<file path="config.mk">
export PLATFORM = sky130hd
export DESIGN_NAME = seq_shift_add_multiplier
export DESIGN_NICKNAME = d
export VERILOG_FILES = /design/src/rtl/seq_shift_add_multiplier.sv
export SDC_FILE = /design/constraint.sdc
export NUM_CORES = 1
export LEC_CHECK = 0
export BUFFER_PORTS_ARGS = -buffer_cell sky130_fd_sc_hd__buf_2
export CORE_AREA = 2 2 83 85
export DETAILED_ROUTE_END_ITERATION = 8
export DIE_AREA = 0 0 85 87
export PLACE_DENSITY = 0.88
export SLEW_MARGIN = 15
export SYNTH_ARGS = -nofsm -noshare
export SYNTH_HDL_FRONTEND = slang
export SYNTH_SLANG_ARGS = --single-unit
</file>
<file path="constraint.sdc">
create_clock -name clk -period 2.8 [get_ports clk]
set_input_delay 0.14 -clock clk [delete_from_list [all_inputs] [get_ports clk]]
set_output_delay 0.14 -clock clk [all_outputs]
set_load 0.02 [all_outputs]
</file>
<file path="src/rtl/seq_shift_add_multiplier.sv">
// Multi-cycle shift-and-add multiplier, one partial product per clock, with a start/done
// handshake and a run-time choice between unsigned and two's-complement operands.
module seq_shift_add_multiplier #(
   parameter int M = 8,
   parameter int N = 8
) (
   input  logic             clk,
   input  logic             rst,
   input  logic             start,
   input  logic             signed_mode,
   input  logic [M-1:0]     a,
   input  logic [N-1:0]     b,
   output logic             busy,
   output logic             done,
   output logic [M+N-1:0]   c
);

   localparam int W  = M + N;
   localparam int CW = (N > 1) ? $clog2(N) : 1;

   typedef enum logic [1:0] {
      ST_IDLE   = 2'd0,
      ST_CALC   = 2'd1,
      ST_FINISH = 2'd2
   } state_t;

   state_t          state_q, state_d;
   logic            neg_q, neg_d;
   logic [W-1:0]    ma_q, ma_d;
   logic [N-1:0]    mb_q, mb_d;
   logic [W-1:0]    acc_q, acc_d;
   logic [CW-1:0]   cnt_q, cnt_d;
   logic [W-1:0]    c_q, c_d;
   logic            done_q, done_d;

   logic            a_neg, b_neg;
   logic [M-1:0]    a_mag;
   logic [N-1:0]    b_mag;
   logic [W-1:0]    addend;

   // Operands are multiplied as magnitudes; the sign is reapplied once at the end.
   // The most negative value negates to itself, which reads correctly as unsigned.
   assign a_neg = signed_mode & a[M-1];
   assign b_neg = signed_mode & b[N-1];
   assign a_mag = a_neg ? -a : a;
   assign b_mag = b_neg ? -b : b;

   // Partial product: the shifted multiplicand gated by the current multiplier bit.
   genvar gi;
   generate
      for (gi = 0; gi < W; gi++) begin : g_addend
         assign addend[gi] = ma_q[gi] & mb_q[0];
      end
   endgenerate

   always_comb begin
      state_d = state_q;
      neg_d   = neg_q;
      ma_d    = ma_q;
      mb_d    = mb_q;
      acc_d   = acc_q;
      cnt_d   = cnt_q;
      c_d     = c_q;
      done_d  = 1'b0;

      case (state_q)
         ST_IDLE: begin
            if (start) begin
               neg_d   = a_neg ^ b_neg;
               ma_d    = {{N{1'b0}}, a_mag};
               mb_d    = b_mag;
               acc_d   = '0;
               cnt_d   = '0;
               state_d = ST_CALC;
            end
         end
         ST_CALC: begin
            acc_d = acc_q + addend;
            ma_d  = ma_q << 1;
            mb_d  = mb_q >> 1;
            cnt_d = cnt_q + CW'(1);
            if (cnt_q == CW'(N - 1)) begin
               state_d = ST_FINISH;
            end
         end
         ST_FINISH: begin
            c_d     = neg_q ? -acc_q : acc_q;
            done_d  = 1'b1;
            state_d = ST_IDLE;
         end
         default: begin
            state_d = ST_IDLE;
         end
      endcase
   end

   always_ff @(posedge clk) begin
      if (rst) begin
         state_q <= ST_IDLE;
         neg_q   <= 1'b0;
         ma_q    <= '0;
         mb_q    <= '0;
         acc_q   <= '0;
         cnt_q   <= '0;
         c_q     <= '0;
         done_q  <= 1'b0;
      end else begin
         state_q <= state_d;
         neg_q   <= neg_d;
         ma_q    <= ma_d;
         mb_q    <= mb_d;
         acc_q   <= acc_d;
         cnt_q   <= cnt_d;
         c_q     <= c_d;
         done_q  <= done_d;
      end
   end

   assign busy = (state_q != ST_IDLE);
   assign done = done_q;
   assign c    = c_q;

endmodule

</file>
# After elaboration in Yosys (flattened, before gate mapping)
# Index checks and enable logic that the tools add are counted.
dict set report op_classes {
  add_sub_neg 5
  mul 0
  div_mod_pow 0
  magnitude_cmp 0
  eq_ne 5
  shifts 0
  n_mux 15
  bitwise 19
  reduce_logical 6
}
# cell count
set ops {}
lappend ops {{one-hot mux 16 bit (2 select lines)} 2}
lappend ops {{two-way mux 16 bit} 3}
lappend ops {{two-way mux 8 bit} 3}
lappend ops {{bitwise AND 1 bit} 18}
lappend ops {{adder 16 bit} 1}
lappend ops {{negator 16 bit} 1}
lappend ops {{negator 8 bit} 2}
lappend ops {{one-hot mux 8 bit (2 select lines)} 1}
lappend ops {{one-hot mux 3 bit (2 select lines)} 1}
lappend ops {{AND reduction 2 bit} 3}
lappend ops {{two-way mux 2 bit} 2}
lappend ops {{inequality test 2 bit (second input constant)} 2}
lappend ops {{one-hot mux 2 bit (2 select lines)} 1}
lappend ops {{nonzero test 2 bit} 2}
lappend ops {{adder 3 x 1 -> 3 bit (second input constant)} 1}
lappend ops {{equality test 3 bit (second input constant)} 1}
lappend ops {{two-way mux 3 bit} 1}
lappend ops {{equality test 2 x 1 -> 1 bit (second input constant)} 1}
lappend ops {{equality test 2 bit (second input constant)} 1}
lappend ops {{zero test 2 bit} 1}
lappend ops {{two-way mux 1 bit} 1}
lappend ops {{bitwise XOR 1 bit} 1}
dict set report word_totals {
  ff_bits 63
  latch_bits 0
  ram_bits 0
  mem_bits_ro 0
  inputBits 20
  out_inout_bits 18
  elab_cells 58
  mem_count 0
}

# Longest topological paths before layout
# Gate-level depths: netlist of run 1.
dict set report depth {
  word_depth 4
  depth_mapped 10
}

# Least setup slack after synthesis of run 1
# Ideal clock, no wire load.
dict set report synth_path {
  path_type {flip-flop to flip-flop}
  start {reg mb_q[0]}
  end {reg acc_q[14]}
  setup_time_ps 117
  t_arrival_ps 2327
  t_required_ps 2683
  setup_slack_ps 355
  stages_incl_launch_ff 10
  n_path_buf 2
  path_cell_list {dfxtp_1 > clkbuf_1 > and2_1 > ha_1 > clkbuf_1 > a21oi_1 > o21ai_1 > a221o_1 > or3_1 > a32o_1}
}
dict set report synth_between {
  elab_chain_len 3
  word_cells_on_any_way 17
}
# element line
set synth_rtl {}
lappend synth_rtl {{start: declaration} 30} ;# logic [N-1:0] mb_q, mb_d;
lappend synth_rtl {{start signal: assignment} 111} ;# mb_q <= mb_d;
lappend synth_rtl {{bitwise AND 1 bit} 52} ;# assign addend[gi] = ma_q[gi] & mb_q[0];
lappend synth_rtl {{adder 16 bit (*)} 78} ;# acc_d = acc_q + addend;
lappend synth_rtl {{one-hot mux 16 bit (2 select lines) (*)} 66} ;# case (state_q)
lappend synth_rtl {{end signal: assignment} 103} ;# acc_q <= '0;
lappend synth_rtl {{end signal: assignment} 112} ;# acc_q <= acc_d;
lappend synth_rtl {{end: declaration} 31} ;# logic [W-1:0] acc_q, acc_d;
# Every way passes the cells marked *; elsewhere a longest branch is shown, timed or not.
# A chain may end at the register's enable or synchronous reset.

# Final worst setup path of run 1
# Same ends and word-level chain as after synthesis.

==> flow_summary.ini, run 1 <==
[die]
core_area_um2 = 6570
die_x_um = 85
dieArea_um2 = 7400
start_util = 0.566
row_count = 30
ios = 38
die_h_um = 87

[setup_path]
crit_required_ns = 3.03
start_kind = flip-flop
worst_ep_arrival_time_ns = 2.73
crit_path_end_kind = flip-flop
r2r-end = acc_q[14]
r2r_slack_ns = 0.29
critical_path.max_fanout = 7
critical_path.startpoint = mb_q[0]
crit_type = flip-flop to flip-flop
setup.worst_path.end = acc_q[14]
r2r-start = mb_q[0]
reg2reg_depth = 9

[synth]
seq_area_frac_synth = 0.339
async_reset_ff_frac = 0
muxShareOfSynthArea = 0.00538
synth-seq-cells = 63
synth_top_family_by_area = compound AO/OA/AOI/OAI gates
synth_fa_ha_area_frac = 0.0727
synth-simple-area-share = 0.207
yosysUniqueCellTypes = 51
synth_edf_count = 0
yosys_most_used_dff = dfxtp_1
synthXorXnorAreaFrac = 0.0659
netlist_area_um2 = 3720
postSynthAreaPerCell_um2 = 8.12
synth_compound_gate_area_share = 0.267
synth_cells = 458
ys_warn_count = 0
syn_nets = 499

[pwr]
p_leak_nw = 1.75
powerDensity_nw_per_um2 = 473
ir_drop_v = 0.000464

[routing]
antenna_left = 0
first_pass_iters = 4
drt-initial-drc-count = 189
vias = 3417
drc = 0
wl_per_cell_um = 15.4
wl_um = 8810
via_per_inst = 5.95

[final_layout]
drive_gt1_frac = 0.146
diodes = 0
nets = 531
final_cell_mix = dfxtp_1, a21oi_1, nand2_1
area.growth.synth_to_final_pct = 13.0
layout_commonest_cell = dfxtp_1
fin_area_um2 = 4200

[min_path]
hold_depth = 4
hold_class = input pin to flip-flop
hp-start = b[4]

[clock_network]
cts_max_level = 3
cts_tree = built
post_cts_buffers = 0
numCtsBuffers = 9
clkLatencyLatePin_ns = 0.34
cts_resized = 0
cts_sinks = 63
clockBufferDepth = 2
clk_pin_slew_worst_paths_ns = 0.07
cts_root_buffer = clkbuf_8
hold_buffers = 0

[sta]
hold_violations = 0
period_share = 0.895
tightest_slew_ns = 0.892
setup_ws_ns = 0.293
max_freq_ghz = 0.399
setup-violations-final = 0
period_needed_ns = 2.51
setup_tns_ns = 0
finalClockSkew_ns = 0.00852
rsz0062_at_grt = no
finalMaxSlewViolations = 0
slew_headroom = 0.403
hold-worst-slack_ns = 0.109

[flow_run]
max_cap_violations = 0

[place]
place_congestion = 0.974
numPortBuffers = 37
place_area_um2 = 3990
preCtsSetupSlack_ns = 0.309
dp.final_hpwl_um = 6460

[global_route]
grt_max_degree = 25
grt_pass1_wl_um = 15100
grt_overflow = 0
antenna_found_initial = 0
grt_pass1_vias = 3367
grt_use_total = 0.255

[status]
status = completed
## registers in the layout, indices dropped and copies added, names as in the netlist
signal / count
acc_q: 16
c: 16
cnt_q: 3
done: 1
ma_q: 16
mb_q: 8
neg_q: 1
state_q: 2
## report_power, final
part	internal, mW	leakage, nW	total, mW	switching, mW
Combinational	0.0719	1.13	0.191	0.119
Clock	0.518	0.109	0.854	0.336
Sequential	0.918	0.510	0.939	0.0211
Total	1.51	1.75	1.98	0.477
## layout make-up
class,instances,area (um2)
Sequential cell,63,1260
Inverter,16,60.1
Fill cell,574,2370
Tap cell,80,100
Clock inverter,4,70.1
Multi-Input combinational cell,353,2310
Timing Repair Buffer,47,260
Clock buffer,11,141
## critical path: stages (launching register included)
cell	delay [ns]
dfxtp_1	0.40
and2_1	0.15
ha_1	0.18
inv_1	0.06
fa_1	0.38
nor2b_1	0.20
o2111ai_1	0.31
a211oi_1	0.33
o21ai_0	0.11
a32o_1	0.27
## routing by layer
layer / vias up / track usage / wire [um]
li1: 1723 / - / -
met1: 1580 / 0.302 / 3920
met3: 15 / 0.0474 / 378
met5: - / 0 / 0
met2: 99 / 0.442 / 4340
met4: 0 / 0.126 / 179
## worst min path at each step
| stage | endpoint | slack [ns] |
|---|---|---|
| after detailed placement | mb_q[4] | 0.46 |
| after CTS | mb_q[4] | 0.1 |
| final | mb_q[4] | 0.11 |
| after global routing | mb_q[4] | 0.12 |
| after global placement | c[0] | 0.45 |
| after floorplan | mb_q[7] | 0.29 |
## kinds of logic after synthesis
group	count (synthesis)
xor+xnor	28
mux	2
buf+inv	42
compound gates	145
simple gates	157
fa+ha+maj	21
flops	63
## stage by stage
stage          std cells  total power [mW]   util
2_1_floorplan        458              1.08      -
3_3_place_gp         559              1.14  0.607
5_1_grt              574              2.05  0.639
4_1_cts              574              1.99  0.639
3_5_place_dp         559              1.15  0.607
6_report             574              1.98  0.639
## cells in the mapped netlist (all sizes together), types with 2 or more instances
master   n  area [um2]
a211o    3        26.3
a211oi  14         105
a21o     5        37.5
a21oi   44         220
a221oi   2        17.5
a22o    13         114
a22oi   10        75.1
a31o     2        17.5
a31oi    6        37.5
a32o     3        30.0
and2    16         100
and3     3        18.8
buf      3        11.3
clkbuf  23        86.3
dfxtp   63        1260
ha      20         250
inv     16        60.1
mux2i    2        20.0
nand2   42         158
nand2b   6        37.5
nand3   19        95.1
nand3b   5        37.5
nand4    3        18.8
nor2    38         143
nor2b    3        18.8
nor3     9        45.0
o211ai   4        30.0
o21a     4        30.0
o21ai   20         100
o311ai   2        17.5
o31a     3        26.3
o31ai    2        15.0
o41ai    2        36.3
or3      8        55.1
xnor2   13         114
xor2    15         131
Note: power is estimated with default switching activity, not from simulation.
==> inputs of run 2 (changes only) <==
--- a/config.mk
+++ b/config.mk
@@ -9,7 +9,7 @@
 export CORE_AREA = 2 2 83 85
 export DETAILED_ROUTE_END_ITERATION = 8
 export DIE_AREA = 0 0 85 87
-export PLACE_DENSITY = 0.88
+export PLACE_DENSITY = 0.78
 export SLEW_MARGIN = 15
 export SYNTH_ARGS = -nofsm -noshare
 export SYNTH_HDL_FRONTEND = slang
==> run 2 against run 1 <==
Combinational power is essentially flat. Cell count grew 0.35%. Register-to-register slack is essentially flat. Fmax is essentially flat. Worst hold slack lost 0.0049 ns. Power grew 0.24%. Clock skew shrank 0.0023 ns. Clock power grew 0.7%. Cell area grew 0.36%. Non-clock buffer count grew 2. Die area is the same. Critical endpoint unchanged. Largest cell class unchanged.
==> flow_summary.ini, run 2 (same netlist as run 1, synthesis figures left out) <==
[routing]
antenna_left = 0
first_pass_iters = 5
wl_per_cell_um = 15.3
drt-initial-drc-count = 197
drc = 0
vias = 3411
via_per_inst = 5.92
wl_um = 8830

[flow_run]
max_cap_violations = 0

[place]
dp.final_hpwl_um = 6590
place_congestion = 0.882
dp.cells = 561
place_area_um2 = 4000
numPortBuffers = 37

[die]
core_area_um2 = 6570
start_util = 0.566
dieArea_um2 = 7400
die_x_um = 85
die_h_um = 87
ios = 38
row_count = 30

[pwr]
ir_drop_v = 0.000281
powerDensity_nw_per_um2 = 472
p_leak_nw = 1.76
combPwrFrac = 0.096
p_seq_frac = 0.472
p_sw_uw = 480
clock_power_share = 0.432
p_sw_frac = 0.241
p_int_mw = 1.51

[sta]
finalClockSkew_ns = 0.00619
rsz0062_at_grt = no
setup-violations-final = 0
hold-worst-slack_ns = 0.104
max_freq_ghz = 0.399
tightest_slew_ns = 0.889
setup_tns_ns = 0
period_needed_ns = 2.51
period_share = 0.896
finalMaxSlewViolations = 0
hold_violations = 0
slew_headroom = 0.405

[final_layout]
diodes = 0
nFillCells = 584
finish.utilization = 0.642
area.growth.synth_to_final_pct = 13.4
drive_gt1_frac = 0.149
multiInputGateArea_um2 = 2310
regArea_um2 = 1260
final_cell_mix = dfxtp_1, a21oi_1, nand2_1
finalNonFillerCells = 576
fin_area_um2 = 4220
nets = 533
layout_commonest_cell = dfxtp_1

[clock_network]
cts_root_buffer = clkbuf_8
cts_sinks = 63
clk_pin_slew_worst_paths_ns = 0.07
clockBufferDepth = 2
hold_buffers = 0
numCtsBuffers = 9
cts_tree = built
clkLatencyLatePin_ns = 0.34
cts_resized = 0
cts_max_level = 3
post_cts_buffers = 0

[global_route]
met2_usage = 0.424
grt_pass1_vias = 3133
met3_usage = 0.0493
grt_overflow = 0
grt_max_degree = 26
grt-busiest-layer = met2
met1_usage = 0.312
grt_pass1_wl_um = 14700
grt_use_total = 0.249
antenna_found_initial = 0

[setup_path]
worst_ep_arrival_time_ns = 2.74
r2r-start = ma_q[0]
r2r-end = acc_q[14]
path_cells = and2_1 > ha_1 > inv_1 > fa_1 > nor2b_1 > o2111ai_1 > a211oi_1 > o21ai_0 > a32o_1
slowest_stage = dfxtp_1
critical_path.max_fanout = 6
crit_required_ns = 3.03
cp_top_family = compound AO/OA/AOI/OAI gates
r2r_slack_ns = 0.29
path_depth = 9
start_kind = flip-flop
reg2reg_depth = 9
crit_type = flip-flop to flip-flop
worst-path-buf-inv = 1
slowest_delay_ns = 0.37
crit_path_end_kind = flip-flop

[min_path]
min_to = ma_q[6]
hp-start = a[6]
hold_depth = 4
hold_class = input pin to flip-flop

[status]
status = completed
[run 2: changes by cell type in the layout (fill, tap and decap cells not counted)]
cell / previous run / this run
buf_4: 10 / 12
[run 2: worst min-delay path, delay by kind of cell]
kind            cells  cell delay [ns]
compound gates      1             0.05
buf+inv             1             0.09
simple gates        1             0.06
xor+xnor            1             0.06
[run 2: metrics by stage]
step	power [mW]	worst slack (ns)
finish	1.99	0.291
global route	2.06	0.0755
CTS	2.00	0.288
global placement	1.14	0.400
floorplan	1.08	0.355
detailed placement	1.15	0.315
[run 2: power groups by stage]
stage | logic [mW] | clock network, mW | registers (mW)
2_1_floorplan | 0.133 | 0 | 0.949
3_3_place_gp | 0.187 | 0 | 0.957
3_5_place_dp | 0.191 | 0 | 0.958
4_1_cts | 0.191 | 0.871 | 0.938
5_1_grt | 0.214 | 0.910 | 0.941
6_report | 0.191 | 0.860 | 0.939
[run 2: routing by layer]
| metal | wire (um) | vias to the layer above |
|---|---|---|
| met5 | 0 | - |
| met4 | 112 | 0 |
| met3 | 440 | 14 |
| met2 | 4170 | 97 |
| met1 | 4110 | 1569 |
| li1 | - | 1731 |
[run 2: final cells by class]
class	count	area share
clock buffer	11	0.0335
multi-input combinational	353	0.547
sequential	63	0.299
inverter	16	0.0142
timing repair buffer	49	0.0653
tap	80	0.0237
clock inverter	4	0.0166
[run 2: worst max path at each step]
stage          slack (ns)     from   endpoint
2_1_floorplan        0.36  mb_q[0]  acc_q[14]
3_3_place_gp         0.40  ma_q[0]  acc_q[14]
3_5_place_dp         0.32  ma_q[0]  acc_q[14]
4_1_cts              0.29  ma_q[0]  acc_q[14]
5_1_grt              0.08  ma_q[0]  acc_q[14]
6_report             0.29  ma_q[0]  acc_q[14]
==> inputs of run 3 (changes only) <==
==> constraint.sdc (replaced) <==
create_clock -name clk -period 2.8 [get_ports clk]
set_input_delay 0 -clock clk [delete_from_list [all_inputs] [get_ports clk]]
set_output_delay 0 -clock clk [all_outputs]
set_load 0.02 [all_outputs]
==> run 3 against run 2 <==
Sequential power about the same. Critical path depth unchanged. Power increased by 0.34%. Via count rose by 1.5%. Fmax hardly changed. Critical path type unchanged. Largest cell class unchanged. Largest power group unchanged.
==> flow_summary.ini, run 3 (same netlist as run 1, synthesis figures left out) <==
[sta]
setup_tns_ns = 0
tightest_slew_ns = 0.880
setup_ws_ns = 0.290
rsz0062_at_grt = no
slew_headroom = 0.411
finalMaxSlewViolations = 0
finalClockSkew_ns = 0.00691
period_share = 0.896
period_needed_ns = 2.51
setup-violations-final = 0
hold_violations = 0
max_freq_ghz = 0.398

[die]
dieArea_um2 = 7400
row_count = 30
core_area_um2 = 6570
ios = 38
die_h_um = 87
die_x_um = 85
start_util = 0.566

[routing]
drc = 0
vias = 3462
first_pass_iters = 4
antenna_left = 0
via_per_inst = 5.93
wl_per_cell_um = 15.2
drt-initial-drc-count = 188
wl_um = 8880

[pwr]
p_sw_frac = 0.240
ir_drop_v = 0.000280
combPwrFrac = 0.100
p_leak_nw = 1.79
p_int_mw = 1.52
p_seq_frac = 0.470
clock_power_share = 0.430
p_sw_uw = 480
powerDensity_nw_per_um2 = 465

[place]
numPortBuffers = 37
dp.final_hpwl_um = 6590
preCtsSetupSlack_ns = 0.315
place_congestion = 0.882

[clock_network]
clk_pin_slew_worst_paths_ns = 0.07
clkLatencyLatePin_ns = 0.34
cts_sinks = 63
cts_tree = built
cts_root_buffer = clkbuf_8
post_cts_buffers = 0
clockBufferDepth = 2
numCtsBuffers = 9
cts_max_level = 3

[global_route]
antenna_found_initial = 0
grt_use_total = 0.249
grt_max_degree = 26
grt_pass1_vias = 3145
grt_pass1_wl_um = 14700
grt_overflow = 0

[setup_path]
slowest_stage = dfxtp_1
cp_top_family = compound AO/OA/AOI/OAI gates
slowest_delay_ns = 0.37
worst-path-buf-inv = 1
crit_required_ns = 3.03
start_kind = flip-flop
crit_path_end_kind = flip-flop
path_cells = and2_1 > ha_1 > inv_1 > fa_1 > nor2b_1 > o2111ai_1 > a211oi_1 > o21ai_0 > a32o_1
worst_ep_arrival_time_ns = 2.74
crit_type = flip-flop to flip-flop
critical_path.max_fanout = 6

[final_layout]
drive_gt1_frac = 0.147
diodes = 0
area.growth.synth_to_final_pct = 15.5
nets = 541
final_cell_mix = dfxtp_1, a21oi_1, nand2_1
layout_commonest_cell = dfxtp_1

[flow_run]
max_cap_violations = 0

[min_path]
hold_class = input pin to flip-flop

[status]
status = completed
## run 3: cell type report
class,count,area [um2]
well taps,80,100
flip-flops and latches,63,1260
clock buffers,11,141
fillers,568,2270
repair buffers,57,355
multi-input cells,353,2310
clock inverters,4,70.1
inverters,16,60.1
## run 3: metrics by stage
step	utilization	cells	hold WS [ns]	cell area (um2)	total power, mW
4_1_cts	0.654	584	0.00228	4300	2.01
3_3_place_gp	0.610	561	0.308	4000	1.14
6_report	0.654	584	0.0118	4300	2.00
2_1_floorplan	-	458	0.148	3720	1.08
3_5_place_dp	0.610	561	0.315	4000	1.15
5_1_grt	0.654	584	0.0244	4300	2.07
## run 3: power groups by stage
| stage | registers (mW) | clock network, mW | logic (mW) |
|---|---|---|---|
| floorplan | 0.949 | 0 | 0.133 |
| global placement | 0.957 | 0 | 0.187 |
| detailed placement | 0.958 | 0 | 0.191 |
| CTS | 0.938 | 0.871 | 0.200 |
| global route | 0.941 | 0.910 | 0.222 |
| finish | 0.939 | 0.859 | 0.199 |
## run 3: timing repair
action | in CTS | in global routing
resized for setup | 0 | 0
hold endpoints to repair | 7 | 0
hold buffers | 8 | 0
## run 3: worst paths after layout
| check | startpoint | endpoint | slack (ns) | depth (start not counted) |
|---|---|---|---|---|
| min reg2reg | c[0] | c[0] | 0.46 | 2 |
| max | ma_q[0] | acc_q[14] | 0.29 | 9 |
| max reg2reg | ma_q[0] | acc_q[14] | 0.29 | 9 |
| min | b[3] | mb_q[3] | 0.01 | 4 |
## run 3: worst min-delay path, stage by stage
cell     delay, ns
buf_2         0.10
xor2_1        0.06
nand2_1       0.07
a21oi_1       0.06
## run 3: layer usage
layer,part of all wire,vias up,global-route usage
met5,0,-,0
met4,0.012,0,0.0938
met3,0.054,10,0.0493
met2,0.48,108,0.427
met1,0.46,1591,0.309
li1,-,1753,-
